## src/rtl/dds_freq_meter_pkg.sv

```systemverilog
// Constants shared with the DDS block and the frequency meter state encoding.
package dds_freq_meter_pkg;

    localparam int unsigned MIDSCALE    = 128;
    localparam int unsigned PHASE_BITS  = 16;
    localparam int unsigned SAMPLE_BITS = 8;

    typedef enum logic [2:0] {
        ST_IDLE,
        ST_SYNC,
        ST_COUNT,
        ST_DIV,
        ST_DONE
    } meter_state_t;

endpackage

```

## src/rtl/dds_freq_meter_serial_divider.sv

```systemverilog
// Restoring serial divider: one quotient bit per clock, Done_o pulses NUM_WIDTH cycles after Start_i.
module serial_divider #(
    parameter int NUM_WIDTH = 19,
    parameter int DEN_WIDTH = 20
) (
    input  logic                           Clock,
    input  logic                           Reset,
    input  logic                           Start_i,
    input  logic [NUM_WIDTH+DEN_WIDTH-1:0] Num_i,
    input  logic [DEN_WIDTH-1:0]           Den_i,
    output logic [NUM_WIDTH-1:0]           Quotient_o,
    output logic                           Done_o
);

    localparam int unsigned CW = $clog2(NUM_WIDTH + 1);

    logic [DEN_WIDTH-1:0] rem;
    logic [DEN_WIDTH-1:0] den;
    logic [NUM_WIDTH-1:0] quo;
    logic [CW-1:0]        left;
    logic [DEN_WIDTH:0]   trial;
    logic                 take;

    always_comb begin
        trial = {rem, quo[NUM_WIDTH-1]};
        take  = (trial >= {1'b0, den});
    end

    // Upper DEN_WIDTH numerator bits preload the remainder; caller guarantees they are below Den_i
    always_ff @(posedge Clock or negedge Reset) begin
        if (!Reset) begin
            rem    <= '0;
            den    <= '0;
            quo    <= '0;
            left   <= '0;
            Done_o <= 1'b0;
        end else begin
            Done_o <= 1'b0;
            if (Start_i) begin
                rem  <= Num_i[NUM_WIDTH+DEN_WIDTH-1:NUM_WIDTH];
                quo  <= Num_i[NUM_WIDTH-1:0];
                den  <= Den_i;
                left <= CW'(NUM_WIDTH);
            end else if (left != '0) begin
                rem  <= take ? DEN_WIDTH'(trial - {1'b0, den}) : trial[DEN_WIDTH-1:0];
                quo  <= {quo[NUM_WIDTH-2:0], take};
                left <= left - CW'(1);
                if (left == CW'(1))
                    Done_o <= 1'b1;
            end
        end
    end

    assign Quotient_o = quo;

endmodule

```

## src/rtl/dds_freq_meter.sv

```systemverilog
// Measures sine frequency via hysteretic midscale crossings and reports the equivalent DDS tuning word.
module dds_freq_meter
    import dds_freq_meter_pkg::*;
#(
    parameter int PERIODS_LOG2 = 2,
    parameter int HYST         = 8,
    parameter int CNT_WIDTH    = 20
) (
    input  logic                   Clock,
    input  logic                   Reset,
    input  logic                   Start_i,
    input  logic [SAMPLE_BITS-1:0] Sample_i,
    output logic                   Busy_o,
    output logic                   Valid_o,
    output logic                   Timeout_o,
    output logic [7:0]             TuningWord_o,
    output logic [CNT_WIDTH-1:0]   Period_o
);

    localparam int unsigned QW   = PHASE_BITS + 1 + PERIODS_LOG2;
    localparam int unsigned NUMW = QW + CNT_WIDTH;
    localparam int unsigned EVW  = PERIODS_LOG2 + 1;
    localparam logic [SAMPLE_BITS-1:0] LO_TH   = SAMPLE_BITS'(MIDSCALE - HYST);
    localparam logic [SAMPLE_BITS-1:0] HI_TH   = SAMPLE_BITS'(MIDSCALE + HYST);
    localparam logic [EVW-1:0]         EV_LAST = EVW'((1 << PERIODS_LOG2) - 1);
    localparam logic [NUMW-1:0]        NUM_BASE = NUMW'(1) << (PHASE_BITS + PERIODS_LOG2);

    meter_state_t state, state_n;

    logic [SAMPLE_BITS-1:0] sample_reg;
    logic                   armed;
    logic                   evt;
    logic [CNT_WIDTH-1:0]   counter;
    logic [EVW-1:0]         event_cnt;
    logic [CNT_WIDTH-1:0]   n_reg;
    logic                   cnt_max;
    logic                   start_acc;
    logic                   div_start;
    logic                   div_done;
    logic [QW-1:0]          quotient;
    logic [NUMW-1:0]        numerator;

    assign evt       = armed && (sample_reg >= HI_TH);
    assign cnt_max   = &counter;
    assign start_acc = (state == ST_IDLE) && Start_i;
    // Adding N/2 before the divide rounds the tuning word to nearest
    assign numerator = NUM_BASE + NUMW'(counter >> 1);

    always_ff @(posedge Clock or negedge Reset) begin
        if (!Reset)
            state <= ST_IDLE;
        else
            state <= state_n;
    end

    always_comb begin
        state_n   = state;
        div_start = 1'b0;
        Busy_o    = 1'b0;
        Valid_o   = 1'b0;
        unique case (state)
            ST_IDLE: begin
                if (Start_i)
                    state_n = ST_SYNC;
            end
            ST_SYNC: begin
                Busy_o = 1'b1;
                if (cnt_max)
                    state_n = ST_IDLE;
                else if (evt)
                    state_n = ST_COUNT;
            end
            ST_COUNT: begin
                Busy_o = 1'b1;
                if (cnt_max)
                    state_n = ST_IDLE;
                else if (evt && (event_cnt == EV_LAST)) begin
                    state_n   = ST_DIV;
                    div_start = 1'b1;
                end
            end
            ST_DIV: begin
                Busy_o = 1'b1;
                if (div_done)
                    state_n = ST_DONE;
            end
            ST_DONE: begin
                Valid_o = 1'b1;
                state_n = ST_IDLE;
            end
            default: state_n = ST_IDLE;
        endcase
    end

    always_ff @(posedge Clock or negedge Reset) begin
        if (!Reset) begin
            sample_reg   <= '0;
            armed        <= 1'b0;
            counter      <= '0;
            event_cnt    <= '0;
            n_reg        <= '0;
            Timeout_o    <= 1'b0;
            TuningWord_o <= '0;
            Period_o     <= '0;
        end else begin
            sample_reg <= Sample_i;

            if (start_acc || evt)
                armed <= 1'b0;
            else if (sample_reg <= LO_TH)
                armed <= 1'b1;

            if (start_acc) begin
                counter   <= '0;
                Timeout_o <= 1'b0;
            end else if ((state == ST_SYNC) && evt && !cnt_max) begin
                counter   <= CNT_WIDTH'(1);
                event_cnt <= '0;
            end else if ((state == ST_SYNC) || (state == ST_COUNT)) begin
                counter <= counter + CNT_WIDTH'(1);
                if (cnt_max)
                    Timeout_o <= 1'b1;
                else if ((state == ST_COUNT) && evt)
                    event_cnt <= event_cnt + EVW'(1);
            end

            if (div_start)
                n_reg <= counter;

            if ((state == ST_DIV) && div_done) begin
                TuningWord_o <= (quotient[QW-1:8] != '0) ? 8'hFF : quotient[7:0];
                Period_o     <= n_reg;
            end
        end
    end

    serial_divider #(
        .NUM_WIDTH (QW),
        .DEN_WIDTH (CNT_WIDTH)
    ) u_div (
        .Clock      (Clock),
        .Reset      (Reset),
        .Start_i    (div_start),
        .Num_i      (numerator),
        .Den_i      (counter),
        .Quotient_o (quotient),
        .Done_o     (div_done)
    );

endmodule

```

## config.mk

```make
export PLATFORM = sky130hd
export DESIGN_NAME = dds_freq_meter
export DESIGN_NICKNAME = d
export VERILOG_FILES = /design/src/rtl/dds_freq_meter_pkg.sv /design/src/rtl/dds_freq_meter_serial_divider.sv /design/src/rtl/dds_freq_meter.sv
export SDC_FILE = /design/constraint.sdc
export NUM_CORES = 1
export LEC_CHECK = 0
export BUFFER_PORTS_ARGS = -buffer_cell sky130_fd_sc_hd__buf_4
export CAP_MARGIN = 25
export CORE_ASPECT_RATIO = 2
export CORE_UTILIZATION = 33
export CTS_CLUSTER_SIZE = 14
export DETAILED_ROUTE_END_ITERATION = 8
export PLACE_DENSITY = 0.54
export REMOVE_ABC_BUFFERS = 1
export SYNTH_ARGS = -nofsm -noshare
export SYNTH_HDL_FRONTEND = slang
export SYNTH_HIERARCHICAL = 1
export SYNTH_SLANG_ARGS = --single-unit
```

## constraint.sdc

```tcl
create_clock -name Clock -period 3.5 [get_ports Clock]
set_input_delay 0.7 -clock Clock [delete_from_list [all_inputs] [get_ports Clock]]
set_output_delay 0.7 -clock Clock [all_outputs]
set_load 0.005 [all_outputs]
```

==> results.txt <==
The startpoint identified for the worst register-to-register timing path is u_div/rem[8]$_DFFE_PN0P_. For the final routed database, the setup TNS stands at 0 ns. The overall power is 7.407 mW. The overall die height is 220.4 µm. The family of cells with the greatest summed delay on the critical path is compound AO/OA/AOI/OAI gates. The transition at the pin with the smallest max-transition slack came out at 0.9549 ns. The number of antenna diodes is 0. The number of standard cells in the final layout excluding fillers is 1,168. The sequential group share of total power came out at 34.0%. The maximum number of pins on one net before global-route repair is 82. In this run the critical register-to-register path is captured at u_div/rem[7]$_DFFE_PN0P_.

The count of nets left with antenna violations once routing finished came out at 0. The DRC violation count after routing came out at 0. The total via count in the routed design came out at 6,140. The slowest cell on the critical path is sky130_fd_sc_hd__or4_1.

The cell count of the worst reg-to-reg path came out at 8. The type of destination of the critical path is a flip-flop. The critical path is of the flip-flop to flip-flop type. The relative contribution of combinational cells to total power is 39.9%. CTS placed an instance of sky130_fd_sc_hd__clkbuf_16 at the clock tree root. The flow ran to the end, and the final reports show no timing, DRC or antenna violations. In this run the count of I/O pins placed on the die edge is 42. The finished cells cover 9179 µm².

Summing the areas of all and, or, nand and nor instances in the mapped netlist gives 16.95% of the synthesized area. In this run the static leakage power is 4.145 nW. The average wire per standard cell came out at 17.67 µm. The routability congestion estimate from global placement is 0.8879. The detailed-route wire length is 20,640 µm. Among all flip-flop cells after synthesis, the most frequent one is sky130_fd_sc_hd__dfrtp_1. The cell-internal power came out at 4.622 mW.

Counting the buffers created by CTS gives 17. The tool flagged a number of max-cap violations equal to 0. Timing analysis after detailed placement gives a worst setup slack of 0.5489 ns. The placeable core region is 23,330 µm². The utilization after layout came out at 39.35%.

After synthesis the cells add up to 7869 µm². The fmax is 338.0 MHz. Summed over all nets, the switching power comes to 2.784 mW. The setup slack of the worst register-to-register path came out at 0.54 ns. The vias per cell is 5.257. Setup repair after global routing left no endpoint under its margin. The count of buffer and inverter cells on the critical path came out at 1. The clock tree skew after final layout came out at 0.01332 ns. The power density of the placed cells came out at 806.9 nW/µm². In this run, placement finished with an instance count of 1,137.

The starting DRC count in detailed routing is 290. The proportion of power drawn by the clock network is 26.1%. The clock insertion delay at the later pin of the skew report came out at 0.44 ns. The number of flops mapped to enable cells by yosys is 0. The final setup violation count is 0. The area overhead of the layout relative to synthesis came out at 16.65%. The H-tree generated during clock tree synthesis spans 4 levels. The mean cell area of the mapped netlist came out at 9.655 µm².

The tightest min-delay check is of the input port to asynchronous set/reset pin type. The fraction of power spent switching nets came out at 37.59%. The buffer depth of the longest clock path came out at 2. The total routing resource utilization after global routing is 17.78%.

The data arrival time of the critical path is 3.27 ns. The area of the die is 24,500 µm². The clock period minus worst slack came out at 2.959 ns. The fraction of the mapped netlist area in compound gates is 15.82%. In the layout the commonest cells are sky130_fd_sc_hd__dfrtp_1 (149), sky130_fd_sc_hd__nand2_1 (145), sky130_fd_sc_hd__buf_4 (61). The first global-routing pass estimated 33,040 µm of wire. The required time at the worst-slack endpoint is 3.81 ns. The instance count of the mapped netlist is 815. The Yosys warning count came out at 6. The final-stage net count came out at 911. The mux cell area share after synthesis came out at 7.314%.

The xor and xnor fraction of the mapped netlist area is 3.117%. The via count of the first global-routing pass came to 6,225. In this run the worst path has a maximum fanout of 15. The clock-pin slew reported for the worst setup and hold paths after clock tree synthesis came out at 0.06 ns. The number of antenna violations at the first check in global routing is 0. The most common cell after layout, fill and taps aside is sky130_fd_sc_hd__dfrtp_1.

The signal on the critical path passes through ha_1 > nand3_1 > or4_1 > o21a_1 > a31oi_4 > buf_4 > mux2i_1 > a221oi_2. The final-report hold violation count came out at 0. The worst pin sits at a relative slew slack of 36.27%. The number of slew-limit violations in the final report came out at 0. After floorplanning, the core was divided into 79 placement rows. Hold is met by 0.2315 ns. The combinational family with the most area after synthesis is simple AND/OR/NAND/NOR gates.

The die boundary width came out at 111.2 µm. The TritonCTS sink count came out at 149. The share of the clock period used by the worst path is 84.54%. For this run the aggregate overflow at the end of global routing stands at 0. For this run, asynchronously set or reset flops after synthesis account for 100.0%. The number of input and output port buffers inserted is 41. The placed instances occupy a cell area of 8567 µm². Detailed placement ended at an HPWL of 15,280 µm.

The synthesized design contains 149 register bits. The first detailed-routing pass took 4 iterations. After synthesis, flip-flops and latches occupy 47.38% of the total area. After layout, the worst setup slack is 0.5411 ns. The number of hold-repair buffers added at the cts stage came out at 0. The share of synthesized cell area in full adder, half adder and majority cells is 4.389%. STA classifies the critical path startpoint as a flip-flop.

The post-CTS setup buffer count came out at 0. The post-CTS resize count is 0. The distinct cell type count after synthesis came out at 75. IR analysis of the VDD net gives a maximum drop of 0.0003887 V. The initial utilization of the core area, before any placement, comes to 33.73%. The critical path's largest stage delay is 0.49 ns.

In the final layout, the share of cells above drive strength 1 is 14.69%. TritonCTS built the clock tree.
-- layer usage --
metal	global-route usage, %	part of all wire [%]	routed length [µm]
met4	13.11	5.5	1137
met3	2.219	2.1	436
met5	0	0	0
met2	33.54	55	11360
met1	17.82	37	7714
-- power groups by stage --
stage	Sequential, mW	Clock [mW]	Combinational [mW]
4_1_cts	2.52	1.97	2.97
6_report	2.52	1.93	2.96
5_1_grt	2.58	2.03	3.28
3_5_place_dp	2.55	0	2.96
3_3_place_gp	2.55	0	2.92
2_1_floorplan	2.43	0	2.12
-- logic make-up after synthesis --
family | Yosys count
adder cells (fa/ha/maj) | 27
AO/OA/AOI/OAI | 183
XOR/XNOR | 28
flip-flops | 149
other | 1
buffers and inverters | 83
multiplexers | 55
AND/OR/NAND/NOR | 289
-- area by class of cell --
class	instances	area, µm²
fill	2346	14150
multi-input combinational	601	3825
sequential	149	3729
timing repair buffer	64	509.2
clock buffer	18	429.2
tap	283	354.1
clock inverter	13	182.7
inverter	40	150.1
-- worst max path at each step --
stage	from	end	slack, ns	cells after the start
after CTS	u_div/rem[8]$_DFFE_PN0P_	u_div/rem[7]$_DFFE_PN0P_	0.53	8
after floorplan	state[0]$_DFFE_PN0P_	u_div/rem[11]$_DFFE_PN0P_	-0.79	9
after detailed placement	u_div/rem[8]$_DFFE_PN0P_	u_div/rem[7]$_DFFE_PN0P_	0.55	8
after global routing	u_div/rem[8]$_DFFE_PN0P_	u_div/rem[7]$_DFFE_PN0P_	0.37	8
after global placement	u_div/rem[8]$_DFFE_PN0P_	u_div/rem[11]$_DFFE_PN0P_	0.62	7
final	u_div/rem[8]$_DFFE_PN0P_	u_div/rem[7]$_DFFE_PN0P_	0.54	8
-- Yosys cell counts, types with 11 or more instances --
master	instances	share of area, %
sky130_fd_sc_hd__o22a_1	11	1.2
sky130_fd_sc_hd__ha_1	26	4.1
sky130_fd_sc_hd__a21o_1	12	1.1
sky130_fd_sc_hd__nand3_1	22	1.4
sky130_fd_sc_hd__nor3_1	19	1.2
sky130_fd_sc_hd__nand2_1	145	6.9
sky130_fd_sc_hd__inv_1	40	1.9
sky130_fd_sc_hd__clkbuf_1	24	1.1
sky130_fd_sc_hd__nor2_1	47	2.2
sky130_fd_sc_hd__dfrtp_1	149	47
sky130_fd_sc_hd__xor2_1	16	1.8
sky130_fd_sc_hd__mux2_2	19	2.7
sky130_fd_sc_hd__a21oi_1	31	2.0
sky130_fd_sc_hd__xnor2_1	12	1.3
sky130_fd_sc_hd__o21ai_0	57	3.6
sky130_fd_sc_hd__mux2i_1	35	4.5
(Power assumes the default switching activity.)
